**config.mk**
```make
export PLATFORM = sky130hd
export DESIGN_NAME = fifo_dpram_sclk
export DESIGN_NICKNAME = d
export VERILOG_FILES = /design/src/rtl/fifo_pkg.sv /design/src/rtl/dpram_sclk.sv /design/src/rtl/fifo_dpram_sclk.sv
export SDC_FILE = /design/constraint.sdc
export NUM_CORES = 1
export LEC_CHECK = 0
export CAP_MARGIN = 30
export CORE_AREA = 2 2 93 95
export CTS_BUF_LIST = sky130_fd_sc_hd__clkbuf_4 sky130_fd_sc_hd__clkbuf_8
export CTS_CLUSTER_DIAMETER = 80
export DETAILED_ROUTE_END_ITERATION = 8
export DIE_AREA = 0 0 95 97
export HOLD_SLACK_MARGIN = 0.15
export PLACE_DENSITY = 0.83
export SLEW_MARGIN = 20
export SYNTH_ARGS = -nofsm -noshare
export SYNTH_HDL_FRONTEND = slang
export SYNTH_SLANG_ARGS = --single-unit
```
**constraint.sdc**
```tcl
create_clock -name clk -period 2.85 [get_ports clk]
set_input_delay 0.57 -clock clk [delete_from_list [all_inputs] [get_ports clk]]
set_output_delay 0.57 -clock clk [all_outputs]
set_load 0.02 [all_outputs]
```
**src/rtl/fifo_pkg.sv**
```systemverilog
// Shared defaults and sizing helpers for the single-clock DPRAM FIFO.
package fifo_pkg;

    localparam int DEFAULT_DATA_W = 10;
    localparam int DEFAULT_ADDR_W = 3;

    // Legal threshold ranges: AF in 1..DEPTH, AE in 0..DEPTH-1.
    localparam int AF_THRESH_MIN = 1;
    localparam int AE_THRESH_MIN = 0;

    function automatic int cnt_w(input int addr_w);
        return addr_w + 1;
    endfunction

endpackage

```
**src/rtl/dpram_sclk.sv**
```systemverilog
// Single-clock dual-port RAM: one write port and one registered read port.
module dpram_sclk #(
    parameter int DATA_W = 10,
    parameter int ADDR_W = 3
) (
    input  logic              clk,
    input  logic              we,
    input  logic [ADDR_W-1:0] waddr,
    input  logic [DATA_W-1:0] wdata,
    input  logic              re,
    input  logic [ADDR_W-1:0] raddr,
    output logic [DATA_W-1:0] rdata
);

    logic [DATA_W-1:0] r_mem [2**ADDR_W];
    logic [DATA_W-1:0] r_rdata;

    // Read data holds its last value whenever re is low.
    always_ff @(posedge clk) begin
        if (we) begin
            r_mem[waddr] <= wdata;
        end
        if (re) begin
            r_rdata <= r_mem[raddr];
        end
    end

    assign rdata = r_rdata;

endmodule

```
**src/rtl/fifo_dpram_sclk.sv**
```systemverilog
// Single-clock FIFO on dpram_sclk: pointers, occupancy, flow-control flags
// and sticky overflow/underflow errors.
module fifo_dpram_sclk
    import fifo_pkg::*;
#(
    parameter int DATA_W    = DEFAULT_DATA_W,
    parameter int ADDR_W    = DEFAULT_ADDR_W,
    parameter int AF_THRESH = 6,
    parameter int AE_THRESH = 2
) (
    input  logic                  clk,
    input  logic                  reset_L,
    input  logic                  wr_en,
    input  logic [DATA_W-1:0]     data_in,
    input  logic                  rd_en,
    output logic [DATA_W-1:0]     data_out,
    output logic                  data_valid,
    output logic                  full,
    output logic                  empty,
    output logic                  almost_full,
    output logic                  almost_empty,
    output logic [ADDR_W:0]       count,
    output logic                  err_overflow,
    output logic                  err_underflow
);

    localparam int DEPTH  = 2**ADDR_W;
    localparam int CW     = cnt_w(ADDR_W);
    localparam int AF_EFF = (AF_THRESH >= AF_THRESH_MIN && AF_THRESH <= DEPTH) ? AF_THRESH : DEPTH;
    localparam int AE_EFF = (AE_THRESH >= AE_THRESH_MIN && AE_THRESH <= DEPTH - 1) ? AE_THRESH : 0;
    localparam logic [CW-1:0] C_DEPTH = CW'(DEPTH);
    localparam logic [CW-1:0] C_AF    = CW'(AF_EFF);
    localparam logic [CW-1:0] C_AE    = CW'(AE_EFF);

    logic [ADDR_W-1:0] r_wr_ptr;
    logic [ADDR_W-1:0] r_rd_ptr;
    logic [CW-1:0]     r_count;
    logic [CW-1:0]     w_count_nxt;
    logic              r_full;
    logic              r_empty;
    logic              r_afull;
    logic              r_aempty;
    logic              r_ovf;
    logic              r_unf;
    logic              r_valid;
    logic              r_rd_seen;
    logic              w_push;
    logic              w_pop;
    logic [DATA_W-1:0] w_rdata;

    // Handshake: a push (pop) is accepted in a cycle where wr_en (rd_en) is
    // high and the registered full (empty) flag is low; otherwise it is
    // dropped and only the matching sticky error flag records it.
    assign w_push = wr_en & ~r_full;
    assign w_pop  = rd_en & ~r_empty;

    always_comb begin
        w_count_nxt = r_count;
        if (w_push && !w_pop) begin
            w_count_nxt = r_count + CW'(1);
        end else if (!w_push && w_pop) begin
            w_count_nxt = r_count - CW'(1);
        end
    end

    always_ff @(posedge clk or negedge reset_L) begin
        if (!reset_L) begin
            r_wr_ptr  <= '0;
            r_rd_ptr  <= '0;
            r_count   <= '0;
            r_full    <= 1'b0;
            r_empty   <= 1'b1;
            r_afull   <= 1'b0;
            r_aempty  <= 1'b1;
            r_ovf     <= 1'b0;
            r_unf     <= 1'b0;
            r_valid   <= 1'b0;
            r_rd_seen <= 1'b0;
        end else begin
            if (w_push) begin
                r_wr_ptr <= r_wr_ptr + ADDR_W'(1);
            end
            if (w_pop) begin
                r_rd_ptr <= r_rd_ptr + ADDR_W'(1);
            end
            r_count   <= w_count_nxt;
            r_full    <= (w_count_nxt == C_DEPTH);
            r_empty   <= (w_count_nxt == '0);
            r_afull   <= (w_count_nxt >= C_AF);
            r_aempty  <= (w_count_nxt <= C_AE);
            r_ovf     <= r_ovf | (wr_en & r_full);
            r_unf     <= r_unf | (rd_en & r_empty);
            r_valid   <= w_pop;
            r_rd_seen <= r_rd_seen | w_pop;
        end
    end

    dpram_sclk #(
        .DATA_W (DATA_W),
        .ADDR_W (ADDR_W)
    ) u_ram (
        .clk   (clk),
        .we    (w_push),
        .waddr (r_wr_ptr),
        .wdata (data_in),
        .re    (w_pop),
        .raddr (r_rd_ptr),
        .rdata (w_rdata)
    );

    // The RAM read register has no reset; mask it until a post-reset pop
    // refreshes it so data_out reads 0 out of reset.
    assign data_out      = r_rd_seen ? w_rdata : '0;
    assign data_valid    = r_valid;
    assign full          = r_full;
    assign empty         = r_empty;
    assign almost_full   = r_afull;
    assign almost_empty  = r_aempty;
    assign count         = r_count;
    assign err_overflow  = r_ovf;
    assign err_underflow = r_unf;

endmodule

```
==> flow_summary.json, run 1 <==
{
  "status": "completed",
  "synth_most_common_cell": "edfxtp_1",
  "fin_total_pwr_mw": 5.031,
  "whs_ns": 0.4816,
  "die_y_um": 97,
  "drc": 0,
  "die-area_sq_um": 9215,
  "fmax_ghz": 0.4379,
  "drt_pass1_iterations": 4,
  "synth.distinct_cells": 34,
  "holdBufCountCts": 0,
  "synth_edf_count": 90,
  "synth_fp_nets": 226,
  "synth_common_cells": "edfxtp_1, mux4_2, dfrtp_1",
  "yosysSeqAreaShare_pct": 73.89,
  "required_ns": 2.28,
  "synth_area_sq_um": 4270,
  "finalSetupViolCount": 0,
  "final_antenna_net_count": 0,
  "end_kind": "output pin",
  "antenna_found_initial": 0,
  "cp_slowest_stage_delay_ns": 0.61,
  "hold_violations": 0,
  "place_congestion": 0.7878,
  "slew_violations": 0,
  "routed_wl_um": 7202,
  "row_count": 33,
  "async_reset_ff_share_pct": 16.67,
  "drv_cap": 0,
  "clkLatencyLatePin_ns": 0.36,
  "synth.avg_cell_area_sq_um": 20.53,
  "placed_cells": 350,
  "hp-start": "err_underflow",
  "dr.first_iter.drc_count": 115,
  "rsz0062_at_grt": "no",
  "fin_ws_ns": 0.5662,
  "vias": 2004,
  "ys.warnings.count": 0,
  "clockRootBuffer": "clkbuf_8",
  "min_path_type": "register to register",
  "final_nets": 274,
  "crit_fanout": 11,
  "r2r_slack_ns": 1.00,
  "yosysTopAreaCell": "edfxtp_1",
  "grt_pass1_vias": 2010,
  "stdcell_area_sq_um": 4977,
  "reg2reg_from": "r_rd_ptr[0]",
  "cts_tree": "done",
  "path_cells": "and2_1, clkdlybuf4s50_1",
  "start_kind": "register",
  "fin_crit_ns": 2.284,
  "final_util_pct": 61.19,
  "cts_num_sinks": 108,
  "place_area_sq_um": 4783,
  "numCtsBuffers": 9,
  "leakage_nw": 1.716,
  "synth_top_area_share_pct": 63.29,
  "post_cts_buffers": 0,
  "hpwlAfterDp_um": 4514,
  "clk_pin_slew_ns": 0.09,
  "coreArea_sq_um": 8134,
  "r2r_end": "u_ram.rdata[6]",
  "start_util_pct": 52.50,
  "cts-htree-levels": 3,
  "synthCells": 208,
  "ys_ff_latch": 108,
  "fin_setup_tns_ns": 0,
  "drive_above_1_share_pct": 28.35,
  "post-route-period-util_pct": 80.13,
  "post_cts_resized": 0,
  "worstMarginPinSlew_ns": 0.7852,
  "grt_pass1_wl_um": 11250,
  "min_to": "err_underflow",
  "portBuffers": 34,
  "grt_max_degree": 23,
  "skew_ns": 0.01390,
  "wl_per_cell_um": 19.68,
  "overflow": 0,
  "viasPerCell": 5.475,
  "grt_usage_pct": 17.09,
  "holdPathStages": 1,
  "die-width_um": 95,
  "slew_headroom_pct": 47.49,
  "pin_count": 35,
  "stdcell_count": 366,
  "syn_to_final_growth_pct": 16.55,
  "cp.arrival_ns": 1.71,
  "crit_type": "register to output pin",
  "yosys-top-cells-area": "edfxtp_1, mux4_2, dfrtp_1, mux2_2, and2_1",
  "dp_slack_ns": 0.5038,
  "ys.flop_type": "edfxtp_1",
  "ir_drop_mv": 0.4070,
  "power_density_nw_per_um2": 1011,
  "clk_path_buf_depth": 2,
  "antenna_cells": 0,
  "worstRegToRegCells": 3,
  "slowest_stage": "clkdlybuf4s50_1"
}
## where the power goes
group / internal, mW / leakage, nW / total, mW / switching (mW)
clock: 0.415 / 0.0954 / 0.907 / 0.492
sequential: 2.12 / 1.03 / 2.33 / 0.205
combinational: 0.918 / 0.594 / 1.80 / 0.880
## final cells by class
cell class | count | area, sq um
Inverter | 2 | 7.507
Timing Repair Buffer | 45 | 422.9
Sequential cell | 108 | 3156
Clock buffer | 10 | 131.4
Fill cell | 552 | 3157
Tap cell | 105 | 131.4
Clock inverter | 6 | 62.56
Multi-Input combinational cell | 90 | 1066
## per-layer routing
layer,wire [um],GRT usage (%)
met1,3095,22.79
met2,3706,27.44
met3,247,3.193
met4,153,7.581
met5,0,0
## registers in the layout (all words and copies together) (netlist names)
| signal | cells |
|---|---|
| full | 1 |
| u_ram.r_mem | 80 |
| almost_empty | 1 |
| r_rd_ptr | 3 |
| empty | 1 |
| err_overflow | 1 |
| err_underflow | 1 |
| r_wr_ptr | 3 |
| r_rd_seen | 1 |
| data_valid | 1 |
| almost_full | 1 |
| u_ram.rdata | 10 |
| count | 4 |
## critical path, delay by kind of cell, from the launching register on
kind	cells	cell delay [ns]
DFF	1	0.55
and+or+nand+nor	1	0.21
buffers and inverters	1	0.61
## layout by cell type, fill, tap and decap left out, drive strengths merged
master and instances:
buf 11, a21o 3, clkdlybuf4s50 34, nor2b 1, clkinv 3, or2 1
inv 3, and2b 1, clkbuf 10, edfxtp 90, and3 1, dfrtp 16
ha 4, nor3 5, nor4b 1, nand2 8, nor2 6, xor2 1
o211ai 1, bufinv 1, clkinvlp 1, mux2 11, a211oi 1, a22oi 2
mux4 20, o31ai 1, dfstp 2, xnor2 6, nand2b 3, and2 11
nor4 2
## worst max-delay path by stage
stage	slack [ns]	start	endpoint
final	0.57	r_rd_seen	data_out[9]
after CTS	0.53	r_rd_seen	data_out[9]
after detailed placement	0.50	rd_en	full
after global placement	0.61	rd_en	full
after global routing	0.47	r_rd_seen	data_out[9]
after floorplan	0.68	full	u_ram.r_mem[0][0]
## kinds of logic (layout without fill, tap and decap cells)
| group | after synthesis | count (layout) | synth area share (%) |
|---|---|---|---|
| AOI/OAI and AO/OA | 8 | 8 | 2.432 |
| xor gates and xnor gates | 7 | 7 | 1.787 |
| adders and majority gates | 4 | 4 | 1.172 |
| buffers and inverters | 10 | 63 | 1.289 |
| DFF | 108 | 108 | 73.89 |
| muxes | 31 | 31 | 13.45 |
| and+or+nand+nor | 40 | 40 | 5.977 |
No activity file was read; power rests on OpenSTA's default activity.
==> run 2: changes to the inputs <==
--- a/config.mk
+++ b/config.mk
@@ -12,7 +12,7 @@
 export DETAILED_ROUTE_END_ITERATION = 8
 export DIE_AREA = 0 0 95 97
 export HOLD_SLACK_MARGIN = 0.15
-export PLACE_DENSITY = 0.83
+export PLACE_DENSITY = 0.86
 export SLEW_MARGIN = 20
 export SYNTH_ARGS = -nofsm -noshare
 export SYNTH_HDL_FRONTEND = slang
==> constraint.sdc (replaced) <==
create_clock -name clk -period 2 [get_ports clk]
set_input_delay 0.4 -clock clk [delete_from_list [all_inputs] [get_ports clk]]
set_output_delay 0.4 -clock clk [all_outputs]
set_load 0.02 [all_outputs]
==> run 2 against run 1 <==
- critical path depth decreased by 1
- worst hold slack lost 0.14 ns
- clock power is 46% higher
- non-clock buffer count up 10
- combinational power grew 42%
- largest power group unchanged
- highest routed layer unchanged
==> flow_summary.json, run 2 (synthesized netlist as in run 1, its figures left out) <==
{
  "final_antenna_net_count": 0,
  "hpwlAfterDp_um": 4769,
  "grt_max_degree": 23,
  "hold_violations": 0,
  "grtUsageMet1_pct": 22.38,
  "status": "completed",
  "start_kind": "register",
  "ir_drop_mv": 0.7904,
  "p_int_mw": 4.976,
  "clkLatencyLatePin_ns": 0.36,
  "power_density_nw_per_um2": 1417,
  "cp_slowest_stage_delay_ns": 0.60,
  "cts-htree-levels": 3,
  "numCtsBuffers": 9,
  "pwr-share-seq_pct": 46.1,
  "cts_tree": "done",
  "end_kind": "output pin",
  "pin_count": 35,
  "top_register": "u_ram.r_mem",
  "fmax_ghz": 0.5208,
  "worstMarginPinSlew_ns": 0.5728,
  "viasPerCell": 5.455,
  "p_comb_share_pct": 35.6,
  "row_count": 33,
  "num-fill-cells": 549,
  "slew_violations": 0,
  "overflow": 0,
  "grt_pass1_vias": 2213,
  "grt_usage_pct": 17.91,
  "die_y_um": 97,
  "p_sw_share_pct": 30.76,
  "final_nets": 284,
  "top_usage_layer": "met2",
  "fin_total_pwr_mw": 7.187,
  "critPathTopFamily": "buffers and inverters",
  "antenna_found_initial": 0,
  "die-width_um": 95,
  "place_congestion": 0.8193,
  "final_util_pct": 62.34,
  "drv_cap": 0,
  "cp.arrival_ns": 1.52,
  "clock_power_share_pct": 18.4,
  "crit_fanout": 3,
  "drc": 0,
  "die-area_sq_um": 9215,
  "drt_pass1_iterations": 4,
  "portBuffers": 34,
  "met3_usage_pct": 4.050,
  "use_met2_pct": 29.73,
  "clockRootBuffer": "clkbuf_8",
  "seq_area_sq_um": 3157,
  "leakage_nw": 1.801,
  "routed_wl_um": 7289,
  "largest_reg_flops": 80,
  "wl_per_cell_um": 19.39,
  "coreArea_sq_um": 8134,
  "fin_crit_ns": 1.920,
  "clk_path_buf_depth": 2,
  "slowest_stage": "clkdlybuf4s50_1",
  "placed_cells": 358,
  "path_buf_inv": 1,
  "clk_pin_slew_ns": 0.09,
  "slew_headroom_pct": 61.82,
  "crit_type": "register to output pin",
  "fin_ws_ns": 0.08001,
  "antenna_cells": 0,
  "syn_to_final_growth_pct": 18.75,
  "multi_input_area_sq_um": 1066,
  "switchingPower_mw": 2.211,
  "skew_ns": 0.01127,
  "layout_commonest_cell": "edfxtp_1",
  "finalSetupViolCount": 0,
  "drive_above_1_share_pct": 32.10,
  "rsz0062_at_grt": "no",
  "path_cells": "clkdlybuf4s50_1",
  "final_cell_mix": "edfxtp_1, clkdlybuf4s50_1, mux4_2",
  "dr.first_iter.drc_count": 166,
  "cts_num_sinks": 108,
  "min_path_type": "input port to asynchronous set/reset pin",
  "required_ns": 1.60,
  "post-route-period-util_pct": 96.00,
  "grt_pass1_wl_um": 11760,
  "vias": 2051,
  "start_util_pct": 52.50,
  "stdcell_count": 376,
  "dp_slack_ns": -0.07846
}
-- run 2: changes by cell type in the layout (fill, tap and decap cells not counted), sizes merged --
cell           previous run  this run
buf                      11        21
clkdlybuf4s50            34        24
clkinv                    3         0
inv                       3         4
clkbuf                   10        13
dlygate4sd2               0        10
clkinvlp                  1         0
-- run 2: layout make-up --
cell class / instances / share of cell area [%]
clock buffer: 13 / 3.035
clock inverter: 3 / 0.9376
inverter: 2 / 0.1480
multi-input combinational: 90 / 21.02
sequential: 108 / 62.25
tap: 105 / 2.591
timing repair buffer: 55 / 10.02
-- run 2: power groups by stage --
stage / Clock (mW) / Combinational (mW) / Sequential, mW
5_1_grt: 1.46 / 2.75 / 3.36
2_1_floorplan: 0 / 1.69 / 3.38
3_3_place_gp: 0 / 2.56 / 3.33
6_report: 1.32 / 2.56 / 3.31
4_1_cts: 1.37 / 2.60 / 3.31
3_5_place_dp: 0 / 2.67 / 3.37
-- run 2: per-stage QoR --
stage / hold WS, ns / setup TNS (ns) / area, sq um
final: 0.3449 / 0 / 5071
after global routing: 0.3855 / 0 / 5071
after CTS: 0.3518 / 0 / 5071
after detailed placement: 0.4520 / -0.6230 / 4856
after global placement: 0.4398 / 0 / 4856
after floorplan: 0.1044 / 0 / 4277
-- run 2: final timing paths --
check | startpoint | end | slack, ns | cells after the start
worst min-delay path | reset_L | count[3] | 0.34 | 1
max in group asynchronous | reset_L | r_rd_seen | 1.15 | 2
worst min register to register | err_underflow | err_underflow | 0.47 | 1
min in group clk | err_underflow | err_underflow | 0.47 | 1
worst max register to register | empty | full | 0.33 | 6
worst max-delay path | empty | empty | 0.08 | 1
-- run 2: metal layers --
| layer | wire length, um | share of wire (%) |
|---|---|---|
| met5 | 0 | 0 |
| met2 | 3923 | 54 |
| met4 | 166 | 2.3 |
| met1 | 2848 | 39 |
| met3 | 350 | 4.8 |
-- run 2: timing repair --
item                       4_1_cts  5_1_grt
hold buffers                     0        0
resized for setup               12        0
setup endpoints to repair       10        0
buffers inserted                 2        0
